$ cat src/rtl/pipe_phy_cmd_responder.sv
// PHY-side PIPE command responder: answers rate, powerdown and receiver-detect
// requests with a one-cycle phystatus pulse (and rxstatus for detect), and
// holds phystatus/phystatus_rst high through the post-reset window.
// Latency: request visible at edge N -> phystatus pulse in cycle N+1+<op>_LATENCY.
// Backpressure: none; requests arriving while busy are re-evaluated on return to IDLE.
//
// Ports:
//   clk_i, rst_ni         PCLK, async active-low reset
//   phy_txdetectrx_i      receiver-detect request (level, acted on at rising edge)
//   phy_txelecidle_i      per-lane TX electrical idle (must be all ones for detect)
//   phy_powerdown_i       requested power state (00=P0, 01=P0s, 10=P1, 11=P2)
//   phy_rate_i            requested rate
//   lane_present_i        far-end receiver present per lane (model input)
//   phy_phystatus_o       completion pulse, all lanes together
//   phy_rxstatus_o        3 bits per lane, non-zero only in the response cycle
//   phy_phystatus_rst_o   high while in the post-reset window
//   phy_rxelecidle_o      per-lane RX electrical idle (registered)
//   busy_o                high whenever the FSM is not IDLE
//   err_o                 sticky: detect requested outside P1 or without TX elec idle
module pipe_phy_cmd_responder #(
   parameter int MAX_NUM_LANES  = 1,
   parameter int RST_CYCLES     = 16,
   parameter int DETECT_LATENCY = 4,
   parameter int PD_LATENCY     = 2,
   parameter int RATE_LATENCY   = 8
) (
   input  logic                       clk_i,
   input  logic                       rst_ni,
   input  logic                       phy_txdetectrx_i,
   input  logic [MAX_NUM_LANES-1:0]   phy_txelecidle_i,
   input  logic [1:0]                 phy_powerdown_i,
   input  logic [2:0]                 phy_rate_i,
   input  logic [MAX_NUM_LANES-1:0]   lane_present_i,
   output logic [MAX_NUM_LANES-1:0]   phy_phystatus_o,
   output logic [3*MAX_NUM_LANES-1:0] phy_rxstatus_o,
   output logic                       phy_phystatus_rst_o,
   output logic [MAX_NUM_LANES-1:0]   phy_rxelecidle_o,
   output logic                       busy_o,
   output logic                       err_o
);

   // One counter serves every timed state, so it is sized for the longest wait.
   localparam int MAX_A  = (RST_CYCLES > DETECT_LATENCY) ? RST_CYCLES : DETECT_LATENCY;
   localparam int MAX_B  = (PD_LATENCY > RATE_LATENCY) ? PD_LATENCY : RATE_LATENCY;
   localparam int MAX_LAT = (MAX_A > MAX_B) ? MAX_A : MAX_B;
   localparam int CNT_W  = $clog2(MAX_LAT + 1);

   localparam logic [CNT_W-1:0] CNT_MAX   = {CNT_W{1'b1}};
   localparam logic [CNT_W-1:0] RST_LAST  = CNT_W'(RST_CYCLES - 1);
   localparam logic [CNT_W-1:0] DET_LAST  = CNT_W'(DETECT_LATENCY);
   localparam logic [CNT_W-1:0] PD_LAST   = CNT_W'(PD_LATENCY);
   localparam logic [CNT_W-1:0] RATE_LAST = CNT_W'(RATE_LATENCY);

   localparam logic [1:0] PD_P0 = 2'b00;
   localparam logic [1:0] PD_P1 = 2'b10;

   typedef enum logic [2:0] {
      ST_RST_WAIT,
      ST_IDLE,
      ST_DETECT,
      ST_PD_CHG,
      ST_RATE_CHG,
      ST_RESP,
      ST_DET_HOLD
   } state_t;

   state_t                     state_q, state_d;
   logic [CNT_W-1:0]           cnt_q, cnt_d, cnt_inc;
   logic [1:0]                 pd_q, pd_d, pd_tgt_q, pd_tgt_d;
   logic [2:0]                 rate_q, rate_d, rate_tgt_q, rate_tgt_d;
   logic                       det_op_q, det_op_d;
   logic                       det_prev_q, det_prev_d;
   logic                       err_q, err_d;
   logic [MAX_NUM_LANES-1:0]   rxei_q, rxei_d;
   logic                       det_rise;

   always_ff @(posedge clk_i or negedge rst_ni) begin
      if (!rst_ni) begin
         state_q    <= ST_RST_WAIT;
         cnt_q      <= '0;
         pd_q       <= PD_P1;
         pd_tgt_q   <= PD_P1;
         rate_q     <= '0;
         rate_tgt_q <= '0;
         det_op_q   <= 1'b0;
         det_prev_q <= 1'b0;
         err_q      <= 1'b0;
         rxei_q     <= '1;
      end else begin
         state_q    <= state_d;
         cnt_q      <= cnt_d;
         pd_q       <= pd_d;
         pd_tgt_q   <= pd_tgt_d;
         rate_q     <= rate_d;
         rate_tgt_q <= rate_tgt_d;
         det_op_q   <= det_op_d;
         det_prev_q <= det_prev_d;
         err_q      <= err_d;
         rxei_q     <= rxei_d;
      end
   end

   always_comb begin
      state_d    = state_q;
      cnt_d      = '0;
      pd_d       = pd_q;
      pd_tgt_d   = pd_tgt_q;
      rate_d     = rate_q;
      rate_tgt_d = rate_tgt_q;
      det_op_d   = det_op_q;
      err_d      = err_q;
      // The delayed copy tracks the input in every state, so a request held
      // across a busy period (or a reset window) never looks like a new edge.
      det_prev_d = phy_txdetectrx_i;
      det_rise   = phy_txdetectrx_i & ~det_prev_q;
      cnt_inc    = (cnt_q == CNT_MAX) ? cnt_q : cnt_q + 1'b1;

      case (state_q)
         ST_RST_WAIT: begin
            cnt_d = cnt_inc;
            if (cnt_q == RST_LAST) begin
               state_d = ST_IDLE;
               rate_d  = phy_rate_i;
               pd_d    = phy_powerdown_i;
            end
         end
         ST_IDLE: begin
            if (phy_rate_i != rate_q) begin
               state_d    = ST_RATE_CHG;
               rate_tgt_d = phy_rate_i;
               det_op_d   = 1'b0;
            end else if (phy_powerdown_i != pd_q) begin
               state_d  = ST_PD_CHG;
               pd_tgt_d = phy_powerdown_i;
               det_op_d = 1'b0;
            end else if (det_rise) begin
               if (pd_q == PD_P1 && (&phy_txelecidle_i)) begin
                  state_d  = ST_DETECT;
                  det_op_d = 1'b1;
               end else begin
                  err_d = 1'b1;
               end
            end
         end
         ST_DETECT: begin
            cnt_d = cnt_inc;
            if (cnt_q == DET_LAST) state_d = ST_RESP;
         end
         ST_PD_CHG: begin
            cnt_d = cnt_inc;
            if (cnt_q == PD_LAST) begin
               state_d = ST_RESP;
               pd_d    = pd_tgt_q;
            end
         end
         ST_RATE_CHG: begin
            cnt_d = cnt_inc;
            if (cnt_q == RATE_LAST) begin
               state_d = ST_RESP;
               rate_d  = rate_tgt_q;
            end
         end
         ST_RESP: begin
            state_d = det_op_q ? ST_DET_HOLD : ST_IDLE;
         end
         ST_DET_HOLD: begin
            if (!phy_txdetectrx_i) state_d = ST_IDLE;
         end
         default: state_d = ST_RST_WAIT;
      endcase

      for (int i = 0; i < MAX_NUM_LANES; i++) begin
         rxei_d[i] = ~(lane_present_i[i] & (pd_q == PD_P0) & (state_q != ST_RST_WAIT));
      end
   end

   // Status decode straight from the state register; lane presence is
   // taken live during the response cycle.
   always_comb begin
      phy_rxstatus_o = '0;
      if (state_q == ST_RESP && det_op_q) begin
         for (int i = 0; i < MAX_NUM_LANES; i++) begin
            if (lane_present_i[i]) phy_rxstatus_o[3*i +: 3] = 3'b011;
         end
      end
   end

   assign phy_phystatus_o     = {MAX_NUM_LANES{(state_q == ST_RST_WAIT) || (state_q == ST_RESP)}};
   assign phy_phystatus_rst_o = (state_q == ST_RST_WAIT);
   assign phy_rxelecidle_o    = rxei_q;
   assign busy_o              = (state_q != ST_IDLE);
   assign err_o               = err_q;

endmodule

$ cat config.mk
export PLATFORM = sky130hd
export DESIGN_NAME = pipe_phy_cmd_responder
export DESIGN_NICKNAME = d
export VERILOG_FILES = /design/src/rtl/pipe_phy_cmd_responder.sv
export SDC_FILE = /design/constraint.sdc
export NUM_CORES = 1
export LEC_CHECK = 0
export BUFFER_PORTS_ARGS = -buffer_cell sky130_fd_sc_hd__buf_4
export CAP_MARGIN = 5
export CELL_PAD_IN_SITES_DETAIL_PLACEMENT = 0
export CELL_PAD_IN_SITES_GLOBAL_PLACEMENT = 1
export CORE_MARGIN = 2
export CORE_UTILIZATION = 42
export CTS_BUF_LIST = sky130_fd_sc_hd__clkbuf_8
export DETAILED_ROUTE_END_ITERATION = 8
export GPL_TIMING_DRIVEN = 0
export PLACE_DENSITY = 0.89
export SLEW_MARGIN = 10
export SYNTH_ARGS = -nofsm -noshare
export SYNTH_HDL_FRONTEND = slang
export SYNTH_SLANG_ARGS = --single-unit
$ cat constraint.sdc
create_clock -name clk_i -period 2.18 [get_ports clk_i]
set_input_delay 0.327 -clock clk_i [delete_from_list [all_inputs] [get_ports clk_i]]
set_output_delay 0.327 -clock clk_i [all_outputs]
set_load 0.02 [all_outputs]
# Word-level counts from Yosys, hierarchy flattened
# Cells that the tools add are included.
# op_classes
add_sub_neg	1
eq_ne	23
n_mux	25
bitwise_logic	8
reduce_logical	18
# ops
op	count
$mux W3	13
$pmux W3 S7	1
$reduce_and A3 Y1	4
$eq A5 B4 Y1 const B	2
$mux W5	2
$ne A2 B2 Y1 const B	5
$eq A3 B3 Y1 const B	3
$reduce_bool A3 Y1	3
$ne A4 B4 Y1 const B	2
$reduce_and A7 Y1	1
$eq A3 B2 Y1 const B	2
$mux W2	3
$pmux W3 S2	1
$add A5 B1 Y5 const B	1
$eq A5 B2 Y1 const B	1
$eq A5 B3 Y1 const B	1
$eq A5 B5 Y1 const B	1
$not A1 Y1	5
$reduce_and A5 Y1	1
$mux W1	4
$pmux W2 S2	1
$reduce_bool A2 Y1	2
$reduce_or A4 Y1	1
$and A1 B1 Y1	3
11 further kinds	12
# totals
regBits	22
in_bits	10
out_inout_bits	8
word_cells	85

# Depth between registers and ports, before layout
# logic_depth
ltp_word	7
ltp_mapped	7
mapped_depth_nobuf	7

# Least setup slack after synthesis
# OpenSTA, ideal clock, no wires.
# synth_path
kind	flip-flop to flip-flop
startpoint	register cnt_q[0]
endpoint	register state_q[0]
setup_ns	0.125
arrival_ns	1.983
required_ns	2.055
path_slack_ns	0.073
stages_incl_launch_ff	8
path_buffers	0
synth_period_minus_slack_ns	2.107
path_cell_list	dfrtp_1 > ha_1 > and3_2 > ha_1 > or3_2 > a21oi_1 > a311oi_4 > mux2_2
# synth_between
elab_chain_cells	3
elab_cells_between_ends	9
cone_classes	8 x eq/ne; 1 x reduce/logical
# synth_lines
item	line	source
start, declared	68	logic [CNT_W-1:0] cnt_q, cnt_d, cnt_inc;
start signal, assigned	91	cnt_q <= cnt_d;
$eq A5 B4 Y1, or another cell as far along	158	if (cnt_q == RATE_LAST) begin
$ne A2 B2 Y1 (no source line) or $ne A2 B1 Y1 (tied branches)	n/a	
$reduce_and A7 Y1 (no source line) (*)	n/a	
end signal, assigned	90	state_q <= state_d;
end, declared	67	state_t state_q, state_d;
# Every way passes the cells marked *; elsewhere a longest branch is shown, timed or not.
# A chain may end at the register's enable or synchronous reset.

# Worst setup path in the final report
# layout_path
startpoint	register cnt_q[0]
endpoint	register state_q[1]
# Same word-level chain as after synthesis.

==> flow_summary.json <==
{
  "placementRows": 20,
  "ys_ff_latch": 22,
  "cts.reportedPaths.clkPinSlew_ns": 0.08,
  "peakVddDrop_uv": 460,
  "fin_crit_sh_pct": 99.3,
  "floorplan.initialDensity_pct": 44.4,
  "setup_viol": 0,
  "power_density_nw_per_um2": 1140,
  "cts_root_buffer": "clkbuf_8",
  "hold_slack_ns": 0.198,
  "core_um2": 3050,
  "grt_pass1_wl_um": 4520,
  "drc": 0,
  "ys_seq_area_share_pct": 40.9,
  "yosysTopAreaCellShare_pct": 35.1,
  "hold_violations": 0,
  "max_stage_delay_ns": 0.40,
  "synth.most_common_cell": "dfrtp_1",
  "syn_area_um2": 1360,
  "cp-start-kind": "flop",
  "async_flop_share_pct": 100,
  "syn_nets": 144,
  "hp-class": "input pin to flop",
  "area_growth_pct": 23.1,
  "grt_pass1_vias": 1008,
  "drv_slew": 0,
  "cts_tree": "done",
  "antenna_cells": 0,
  "cap_viol_max_count": 0,
  "power_w": 0.00191,
  "portBuffers": 16,
  "die_h_um": 60.8,
  "clock-sinks": 22,
  "vias": 1022,
  "drt_wl_total_um": 2800,
  "yosys_warnings": 0,
  "postRouteAntennaNets": 0,
  "max_freq_mhz": 462,
  "crit_arrival_ns": 2.31,
  "via_per_inst": 5.16,
  "wl_per_cell_um": 14.1,
  "cp.required_ns": 2.33,
  "drt_first_pass_iters": 3,
  "io_pins": 18,
  "synth-edff-count": 0,
  "dp_slack_ns": -0.0708,
  "yosysUniqueCellTypes": 44,
  "ys.flop_type": "dfrtp_1",
  "leakage_nw": 0.764,
  "cts_htree_levels": 1,
  "worstSetupPathType": "flop to flop",
  "antenna_found_initial": 0,
  "syn_avg_cell_area_um2": 10.5,
  "crit_path_top_delay_cell": "dfrtp_1",
  "drtIter0Drc": 28,
  "overflow": 0,
  "dpl.hpwl_um": 1980,
  "status": "finished, final reports clean",
  "worst_slack_ns": 0.0155,
  "grt_max_degree": 23,
  "path_cells": "buf_4 > inv_1 > ha_2 > nor4bb_4 > a211o_1 > a21oi_2 > a311oi_4 > mux2_4",
  "nNetsFinal": 170,
  "clock_skew_ns": 0.000763,
  "synthCells": 129,
  "die-area_um2": 3700,
  "die_w_um": 60.8,
  "synth_top_area_cell": "dfrtp_1",
  "cts_buffers": 3,
  "end_kind": "flop",
  "clk_path_buf_depth": 2,
  "min_period_ns": 2.16,
  "clk_latency_ns": 0.26,
  "worstMarginPinSlew_ns": 0.625,
  "final_util_pct": 54.6,
  "critPathMaxFanout": 3,
  "gr-usage-all-layers_pct": 16.5,
  "drive_above_1_share_pct": 38.3,
  "gp_congestion": 0.844,
  "slew_headroom_pct": 57.9,
  "synthTopCellsByArea": "dfrtp_1 35%, mux2_2 6.6%, mux2i_1 5.9%",
  "ys_top_cells_by_count": "19 x dfrtp_1, 18 x nor2_1, 10 x a21oi_1"
}
[power breakdown]
part	switching [W]	leakage (nW)	internal (W)	total, W
Combinational	0.000520	0.468	0.000501	0.00102
Sequential	0.0000922	0.269	0.000541	0.000633
Clock	0.000129	0.0269	0.000126	0.000255
[state kept, by name (all words and copies together) (netlist names)]
name and cells:
cnt_q 5, rate_q 3, rate_tgt_q 3, state_q 3, pd_q 2, pd_tgt_q 2, det_op_q 1, det_prev_q 1
err_o 1, phy_rxelecidle_o 1
[final cells by class]
type                    instances  area (µm²)
clock buffers                   3        41.3
flip-flops and latches         22         554
inverters                       5        18.8
fillers                       275        1390
multi-input cells              97         790
well taps                      44        55.1
repair buffers                 21         160
plain buffers                   5        45.0
clock inverters                 1        3.75
[routing by layer]
layer	GRT usage [%]	part of all wire, %	vias up
met1	21.2	45	504
met3	2.99	1.6	6
met4	6.83	2.0	0
li1	-	-	500
met2	27.3	51	12
met5	0	0	-
[per-stage QoR]
stage / setup TNS [ns] / area (µm²) / cells
6_report: 0 / 1670 / 198
5_1_grt: -0.152 / 1670 / 198
4_1_cts: 0 / 1600 / 196
3_5_place_dp: -0.189 / 1530 / 189
3_3_place_gp: -0.0843 / 1530 / 189
2_1_floorplan: 0 / 1360 / 129
[critical path: cells and delay by family, from the launching register on]
kind | cells | cell delay (ns)
DFF | 1 | 0.40
adders and majority gates | 1 | 0.19
buffers and inverters | 2 | 0.22
AOI/OAI and AO/OA | 3 | 0.68
muxes | 1 | 0.34
and+or+nand+nor | 1 | 0.24
[placed cells by master (no fill, tap or decap), types with 4 or more instances in the layout]
cell type and n:
nand2_1 4, xor2_1 8, nor2_1 18, inv_1 5
mux2_2 5, buf_4 22, dfrtp_1 19, mux2i_1 8
a21oi_1 9
[kinds of logic (layout without fill, tap and decap cells)]
family / after synthesis / in the layout / share of synthesized area [%]
other: 1 / 1 / 0.277
buffers and inverters: 10 / 35 / 4.71
adders and majority gates: 5 / 5 / 4.62
DFF: 22 / 22 / 40.9
muxes: 16 / 16 / 12.6
and+or+nand+nor: 46 / 46 / 20.1
xor gates and xnor gates: 9 / 9 / 5.82
AOI/OAI and AO/OA: 20 / 20 / 11.0
[path summary, 6_finish.rpt]
kind | start | to | slack (ns) | cells after the start
min in group asynchronous | rst_ni | rate_q[2] | 0.49 | 2
setup reg to reg | cnt_q[0] | state_q[1] | 0.02 | 8
hold / removal | phy_txdetectrx_i | det_prev_q | 0.20 | 1
max in group asynchronous | rst_ni | pd_q[1] | 1.42 | 2
hold reg to reg | err_o | err_o | 0.48 | 1
setup / recovery | cnt_q[0] | state_q[1] | 0.02 | 8
[timing repair]
item,4_1_cts,5_1_grt
buffers inserted,2,2
endpoints found under the hold margin,19,0
gates resized for setup,1,11
pin swaps,1,3
endpoints found under the setup margin,3,3
hold buffers,1,0
(Power assumes the default switching activity.)
